**src/rtl/de_arbiter.sv**
```systemverilog
// de_arbiter
//   Shares one frame-store memory port between two drawing-side requesters,
//   A and B. Grants alternate round-robin; a requester holding lock keeps
//   the grant across acks for up to MAX_BURST transfers, then is forced
//   back through IDLE so the other side gets a turn.
//
// Ports
//   clk, nreset              clock (rising edge) and async active-low reset
//   a_*/b_* req,lock         request / burst lock from each requester
//   a_*/b_* addr,nbyte,rnw,  transfer fields, held stable until ack
//           w_data
//   a_*/b_* ack, r_data      completion pulse and read data to requesters
//   mem_req/addr/nbyte/rnw/  muxed request toward memory (idle values when
//   mem_w_data               no grant: 0 / 0 / 4'b1111 / 1 / 0)
//   mem_ack, mem_r_data      memory completion pulse and read data
module de_arbiter #(
    parameter int MAX_BURST = 8
) (
    input  logic        clk,
    input  logic        nreset,

    input  logic        a_req,
    input  logic        a_lock,
    output logic        a_ack,
    input  logic [17:0] a_addr,
    input  logic [3:0]  a_nbyte,
    input  logic        a_rnw,
    input  logic [31:0] a_w_data,
    output logic [31:0] a_r_data,

    input  logic        b_req,
    input  logic        b_lock,
    output logic        b_ack,
    input  logic [17:0] b_addr,
    input  logic [3:0]  b_nbyte,
    input  logic        b_rnw,
    input  logic [31:0] b_w_data,
    output logic [31:0] b_r_data,

    output logic        mem_req,
    input  logic        mem_ack,
    output logic [17:0] mem_addr,
    output logic [3:0]  mem_nbyte,
    output logic        mem_rnw,
    output logic [31:0] mem_w_data,
    input  logic [31:0] mem_r_data
);

    localparam logic [1:0] IDLE  = 2'd0;
    localparam logic [1:0] GNT_A = 2'd1;
    localparam logic [1:0] GNT_B = 2'd2;

    localparam logic [8:0] BURST_LIMIT = 9'(MAX_BURST);

    logic [1:0] state;
    logic       rr_ptr;     // 0 = A has priority on a tie, 1 = B
    logic [7:0] burst_cnt;

    logic       gnt_a;
    logic       gnt_b;
    logic [8:0] burst_next;

    assign gnt_a      = (state == GNT_A);
    assign gnt_b      = (state == GNT_B);
    assign burst_next = {1'b0, burst_cnt} + 9'd1;

    // Outputs are purely combinational from state, so an asynchronous reset
    // drops mem_req and both acks immediately.
    always_comb begin
        mem_req    = 1'b0;
        mem_addr   = '0;
        mem_nbyte  = '1;
        mem_rnw    = 1'b1;
        mem_w_data = '0;
        a_ack      = 1'b0;
        b_ack      = 1'b0;
        a_r_data   = '0;
        b_r_data   = '0;
        if (gnt_a) begin
            mem_req    = a_req;
            mem_addr   = a_addr;
            mem_nbyte  = a_nbyte;
            mem_rnw    = a_rnw;
            mem_w_data = a_w_data;
            a_ack      = mem_ack;
            a_r_data   = mem_r_data;
        end else if (gnt_b) begin
            mem_req    = b_req;
            mem_addr   = b_addr;
            mem_nbyte  = b_nbyte;
            mem_rnw    = b_rnw;
            mem_w_data = b_w_data;
            b_ack      = mem_ack;
            b_r_data   = mem_r_data;
        end
    end

    always_ff @(posedge clk or negedge nreset) begin
        if (!nreset) begin
            state     <= IDLE;
            rr_ptr    <= 1'b0;
            burst_cnt <= '0;
        end else begin
            case (state)
                IDLE: begin
                    // mem_ack here is spurious and deliberately ignored
                    if (a_req && (!b_req || !rr_ptr)) begin
                        state     <= GNT_A;
                        burst_cnt <= '0;
                    end else if (b_req) begin
                        state     <= GNT_B;
                        burst_cnt <= '0;
                    end
                end
                GNT_A: begin
                    if (mem_ack) begin
                        if (burst_cnt != 8'hFF)
                            burst_cnt <= burst_cnt + 8'd1;
                        if (!(a_lock && (burst_next < BURST_LIMIT))) begin
                            state  <= IDLE;
                            rr_ptr <= 1'b1;
                        end
                    end else if (!a_req) begin
                        state  <= IDLE;
                        rr_ptr <= 1'b1;
                    end
                end
                GNT_B: begin
                    if (mem_ack) begin
                        if (burst_cnt != 8'hFF)
                            burst_cnt <= burst_cnt + 8'd1;
                        if (!(b_lock && (burst_next < BURST_LIMIT))) begin
                            state  <= IDLE;
                            rr_ptr <= 1'b0;
                        end
                    end else if (!b_req) begin
                        state  <= IDLE;
                        rr_ptr <= 1'b0;
                    end
                end
                default: state <= IDLE;
            endcase
        end
    end

endmodule

```
**config.mk**
```make
export PLATFORM = sky130hd
export DESIGN_NAME = de_arbiter
export DESIGN_NICKNAME = d
export VERILOG_FILES = /design/src/rtl/de_arbiter.sv
export SDC_FILE = /design/constraint.sdc
export NUM_CORES = 1
export LEC_CHECK = 0
export BUFFER_PORTS_ARGS = -buffer_cell sky130_fd_sc_hd__buf_2
export CAP_MARGIN = 20
export CORE_AREA = 4 4 103 105
export CTS_BUF_LIST = sky130_fd_sc_hd__clkbuf_4 sky130_fd_sc_hd__clkbuf_8
export CTS_CLUSTER_SIZE = 16
export DETAILED_ROUTE_END_ITERATION = 12
export DIE_AREA = 0 0 107 109
export HOLD_SLACK_MARGIN = 0.05
export MAX_ROUTING_LAYER = met4
export PLACE_DENSITY = 0.57
export SLEW_MARGIN = 10
export SYNTH_ARGS = -nofsm -noshare
export SYNTH_HDL_FRONTEND = slang
export SYNTH_SLANG_ARGS = --single-unit
```
**constraint.sdc**
```tcl
create_clock -name clk -period 4 [get_ports clk]
set_clock_uncertainty 0.15 [all_clocks]
set_input_delay 0.4 -clock clk [delete_from_list [all_inputs] [get_ports clk]]
set_output_delay 0.4 -clock clk [all_outputs]
set_load 0.03 [all_outputs]
```
==> results of run 1 <==
==> power groups by stage <==
stage                     logic, mW  registers, mW  clock network [mW]
after floorplan                1.38          0.146                   0
after global placement         1.94          0.151                   0
after detailed placement       1.94          0.153                   0
after CTS                      1.95          0.151               0.124
after global routing           2.07          0.153               0.132
final                          1.94          0.151               0.120
==> through the flow <==
step	instance area [um^2]	setup WS [ns]
6_report	3360	0.930
5_1_grt	3360	0.713
4_1_cts	3320	0.898
3_5_place_dp	3260	1.18
3_3_place_gp	3260	1.28
2_1_floorplan	1790	1.73
==> cell families after synthesis <==
family	Yosys count	synth area share, %
xor+xnor	1	0.489
flops	11	15.4
compound gates	84	37.1
buf+inv	30	6.98
fa+ha+maj	4	2.79
simple gates	112	37.3
==> registers in the layout (all words and copies together), names as in the netlist <==
register	count
state	2
burst_cnt	8
rr_ptr	1
==> worst max-delay path: cells and delay by family, from the launching register on <==
kind	cells	cell delay (ns)
buf+inv	3	0.63
compound gates	1	0.24
simple gates	1	0.70
fa+ha+maj	1	0.29
flops	1	0.39
==> per-layer routing <==
layer,up-vias,part of all wire (%),routed length (um),global-route usage [%]
li1,1418,-,-,-
met1,1294,41,4950,24.0
met2,193,41,4990,26.0
met3,2,18,2200,14.8
met4,0,0.17,21,0.822
met5,-,0,0,-
==> cells in the final DEF, fill, tap and decap left out, drive strengths merged <==
cell           n
a211o          1
a211oi         1
a21o           3
a21oi          6
a221oi         1
a22o          51
a311oi         1
a31oi          1
and2          70
and3           1
and4           1
buf          272
clkbuf         4
dfrtp         11
diode         18
dlygate4sd3    1
ha             4
inv            9
nand2         12
nand2b         2
nand3          5
nand4          2
nor2           7
nor2b          4
nor3           4
nor3b          1
nor4           1
o2111ai        2
o21ai          9
o21bai         2
o22ai          2
o31ai          4
or2            1
or3b           1
xor2           1
==> path summary, 6_finish.rpt <==
path                           from              to  slack, ns  cells after the start
min in group asynchronous    nreset    burst_cnt[4]       0.42                      2
max reg2reg                state[1]        state[0]       1.38                      8
min                           a_req        state[0]       0.35                      3
max                        state[0]  mem_w_data[31]       0.93                      6
max in group asynchronous    nreset    burst_cnt[7]       3.06                      2
min reg2reg                  rr_ptr          rr_ptr       0.40                      2
==> layout make-up <==
cell class / count / share of cell area (%)
Antenna cell: 18 / 1.34
Clock buffer: 4 / 1.45
Inverter: 9 / 1.01
Multi-Input combinational cell: 201 / 41.7
Sequential cell: 11 / 8.19
Tap cell: 133 / 4.95
Timing Repair Buffer: 273 / 41.3
==> metrics.txt, run 1 <==
Synth area leader a22o_1; largest cells by area after synthesis a22o_1 25%, and2_1 24%, dfrtp_1 15%, clkbuf_1 2.9%, ha_1 2.8%; pwr/cell area 658 nW/um^2; most used flip-flop cell after synthesis dfrtp_1; GP Congestion 0.884; clk slew on worst S/H paths 0.05 ns; CP Launch Type flip-flop; Pre-antenna DRT Iters 4; most frequent cell after synthesis and2_1; core area 9640 um^2; post-synth net total 395; synth unique cells 40; Final Hold Fails 0; CP endpoint kind primary output; Final TNS setup 0 ns; critical path class reg2out; post-layout util 34.9%; final slew viol count 0; worst hold path class in2reg; Mapped Cells 242; Switch Pwr about 1.4 mW; Worst-Margin Slew 0.815 ns; Tmin final 3.07 ns; slowest stage delay, CP ~0.70 ns; switching share of power 62.7%; H-tree levels 1; initial antenna violation count 17; post-placement cell count 626; fill cell count 1079; ratio of cells with drive above 1 in the final layout a little under three fifths; area grow syn2layout 87.4%; number of synthesized register bits 11; postcts setup bufs 0; status completed; max-cap violations 0; nets 652; dpl hpwl 10600 um; setup violators final 0; Gate power share 87.7%; Final Non-Filler Cells 649; Achievable Freq about 330 MHz; num rows 36; Netlist Area Pre-Place 1790 um^2; Post-synth EDFFs 0; initial DRC count approximately 210; crit-path cells inv_1 -> ha_1 -> nor2b_4 -> buf_12 -> a22o_1 -> buf_2; CP max stage cell nor2b_4; DRT Wirelength approximately 12000 um; Pwr Total 2.21 mW; CP Max Fanout 44; Required @ worst endpoint between 3 and 4 ns; Clk network pwr share 5.4%; Starting Density 18.6%; GR Overflow Total 0; Routed WL per cell 18.7 um; Post-synth ARST share 100%; CTS tree yes; clock latency on the worst-skew pair 0.24 ns; cts-stage hold buffer count 1; I/O pins 271; multi-input logic area 1400 um^2; leading cell types by count after synthesis 68 x and2_1, 51 x a22o_1, 14 x clkbuf_1; WP data arrival ~2.5 ns; CTS Sinks 11; first-pass GRT wire length 16200 um; Seq pwr share 6.8%; CTS buffer count 3; register area share after synthesis 15.4%; IR drop worst, VDD 0.469 mV; Post-DRT Antenna Nets 0; unrepaired setup endpoints after global routing false; YS warnings 0; root buf cell clkbuf_8; Die Y 109 um; Vias/cell 4.48; largest net degree at the start of global routing 93; fin crit share about three quarters; Leakage 2.00 nW; Clock Tree Buf Depth 2; Slew HR between 40% and 50%; P_int 0.824 mW; Vias 2907; syn avg cell area 7.41 um^2; top-area cell type share of the netlist area 24.9%; Die ar. 11700 um^2; vias in the first global route between 2000 and 3000; storage element area between 200 and 300 um^2; Die Span X between 100 and 150 um; I/O Buffers between 200 and 300; Hold Slack 0.350 ns; Global Route Usage Sum 19.3%; drt drc 0; PostCTS Resize Cnt 0
Power figures use the tool's default switching activity.
==> run 2: changes to the inputs <==
- ABC_AREA: unset -> 1
- PLACE_DENSITY: 0.57 -> 0.6
- clock period: 4 -> 2.7 ns (I/O delays scaled with it)
==> run 2 against run 1 <==
Net effect: total power grew 86%; largest cell class is now non-clock buffers; highest routed layer unchanged; critical endpoint is now mem_w_data[1]; setup slack lost 0.70 ns; hold slack lost 0.057 ns; sequential share of layout area shrank 0.21 points; critical path type unchanged.
==> metrics.txt, run 2 <==
status completed; largest net degree at the start of global routing 69 (-26%); critical path class reg2out; largest cells by area after synthesis a22o_1 23%, nand2_1 21%, dfrtp_1 15%, inv_1 10%, nor2_1 8.8%; Post-DRT Antenna Nets 0 (unchanged); most frequent cells in the layout 270 x buf_2, 104 x nand2_1, 52 x inv_1, 50 x a22o_1, 43 x nor2_1; Final Non-Filler Cells 729 (+12%); Final TNS setup 0 ns (unchanged); leading cell types by count after synthesis 104 x nand2_1, 52 x inv_1, 50 x a22o_1; synth unique cells 22 (-45%); fin crit share between 90% and 100%; Top reg by flops burst_cnt; CP Launch Type flip-flop; worst hold path class in2async; CP startpoint state[1]; crit-path cells inv_1 -> ha_4 -> buf_6 -> a22o_1 -> buf_2; Vias 3245 (+12%); vias in the first global route 2990 (+13%); Die Y 109 um (unchanged); register area share after synthesis 14.6% (-0.71 points); Post-synth ARST share 100% (unchanged); GR Overflow Total 0 (unchanged); CTS tree yes; commonest non-fill, non-tap cell in the layout buf_2; first-pass GRT wire length 17100 um (+5.6%); multi-input logic area 1320 um^2 (-5.6%); dpl hpwl 10900 um (+3.1%); CTS buffer count 3 (unchanged); ratio of cells with drive above 1 in the final layout 50.2% (-6.7 points); Mapped Cells 333 (+38%); most used flip-flop cell after synthesis dfrtp_1; RR Startpoint state[0]; DRT Wirelength 12700 um (+4.7%); slowest stage delay, CP 0.44 ns (-0.26 ns); root buf cell clkbuf_8; most frequent cell after synthesis nand2_1; Leakage 2.38 nW (+19%); H-tree levels 1 (unchanged); Slew HR 68.0% (+22 points); clk slew on worst S/H paths 0.05 ns (about the same); worst path bufs/invs 3 (unchanged); Post-synth EDFFs 0 (unchanged); syn avg cell area 5.64 um^2 (-24%); final slew viol count 0 (unchanged); Synth area leader a22o_1; nets 744 (+14%); num rows 36 (unchanged); I/O Buffers 270 (unchanged); IR drop worst, VDD 0.585 mV (+25%); initial antenna violation count 7 (-10); GP Congestion 0.881 (-0.31%); setup ws final 0.233 ns (-0.698 ns); Achievable Freq 405 MHz; fill cell count 1113 (+3.2%); Starting Density 19.5% (+0.90 points); CP Max Fanout 68 (+55%); Die ar. 11700 um^2 (unchanged); drt drc 0 (unchanged); Die Span X 107 um (unchanged); post-placement cell count 718 (+15%); unrepaired setup endpoints after global routing false; max reg flops 8 (unchanged); Worst-Margin Slew 0.480 ns (-0.335 ns); CP max stage cell buf_6; CTS Sinks 11 (unchanged); setup violators final 0 (unchanged); Largest regs burst_cnt x8, state x2, rr_ptr x1; Routed WL per cell 17.5 um (-6.8%); max-cap violations 0 (unchanged); post-synth net total 486 (+23%); initial DRC count 301 (+45%); Tmin final 2.47 ns; WP data arrival 2.05 ns (-0.47 ns); Global Route Usage Sum 20.1% (+0.74 points); Pre-antenna DRT Iters 4 (unchanged); number of synthesized register bits 11 (unchanged); storage element area 275 um^2 (unchanged); Netlist Area Pre-Place 1880 um^2 (+4.8%); Required @ worst endpoint 2.28 ns (-1.17 ns); clock latency on the worst-skew pair 0.24 ns (about the same); top-area cell type share of the netlist area 23.3% (-1.6 points); delay-heaviest family, CP buffers and inverters; area grow syn2layout 83.4%; Final Hold Fails 0 (unchanged); YS warnings 0 (unchanged); core area 9640 um^2 (unchanged); postcts setup bufs 0 (unchanged); Vias/cell 4.45 (-0.62%); pwr/cell area 1190 nW/um^2 (+82%); Setup WS pre-CTS 0.331 ns (-0.845 ns); I/O pins 271 (unchanged); Clock Tree Buf Depth 2 (unchanged); CP endpoint kind primary output
[run 2: cell count changes after synthesis, moves of 4 or more]
cell / delta
nand2_1: +93
and2_1: -68
buf_2: +8
nor2b_1: -4
a21oi_1: -5
nor2_2: +5
inv_1: +43
o22a_1: +5
nand3_1: +5
nor2_1: +37
o31ai_1: -4
nand2_2: +4
[run 2: logic make-up after synthesis]
family | Yosys count | share of synthesized area [%]
DFF | 11 | 14.6
and+or+nand+nor | 174 | 37.5
AOI/OAI and AO/OA | 67 | 29.2
buffers and inverters | 77 | 16.0
adders and majority gates | 4 | 2.66
[run 2: area by class of cell]
type	count	share of cell area [%]
diodes	6	0.436
clock buffers	4	1.42
inverters	54	5.88
multi-input cells	245	38.4
flip-flops and latches	11	7.99
well taps	133	4.83
repair buffers	276	41.1
[run 2: metrics by stage]
stage	hold slack [ns]	utilization [%]	power, mW	cell area (um^2)
detailed placement	0.0146	35.0	3.94	3370
CTS	0.292	35.6	4.14	3430
global placement	0.0172	35.0	3.93	3370
floorplan	-0.176	-	2.73	1880
global route	0.334	35.8	4.38	3450
finish	0.293	35.8	4.12	3450
[run 2: repair_timing]
item | in CTS | in global routing
hold endpoints to repair | 11 | 0
gates resized for setup | 0 | 1
hold buffers | 1 | 0
endpoints found under the setup margin | 0 | 21
[run 2: per-layer routing]
layer / GRT usage, % / vias to the layer above / routed length, um
met5: - / - / 0
met4: 3.20 / 0 / 76
met3: 6.69 / 6 / 1650
met2: 29.1 / 174 / 5470
met1: 27.6 / 1476 / 5530
li1: - / 1589 / -
[run 2: final timing paths]
kind	slack, ns	depth (start not counted)	end
max	0.23	5	mem_w_data[1]
min	0.29	2	burst_cnt[1]
max reg2reg	0.71	10	rr_ptr
min reg2reg	0.35	2	burst_cnt[7]
max in group asynchronous	1.89	2	burst_cnt[6]
min in group clk	0.30	6	state[0]
[run 2: power by group]
part	switching, mW	leakage (nW)	total [mW]	internal [mW]
combinational	2.65	2.21	3.69	1.04
sequential	0.0391	0.147	0.246	0.207
clock	0.0644	0.0262	0.178	0.114
total	2.76	2.38	4.12	1.36
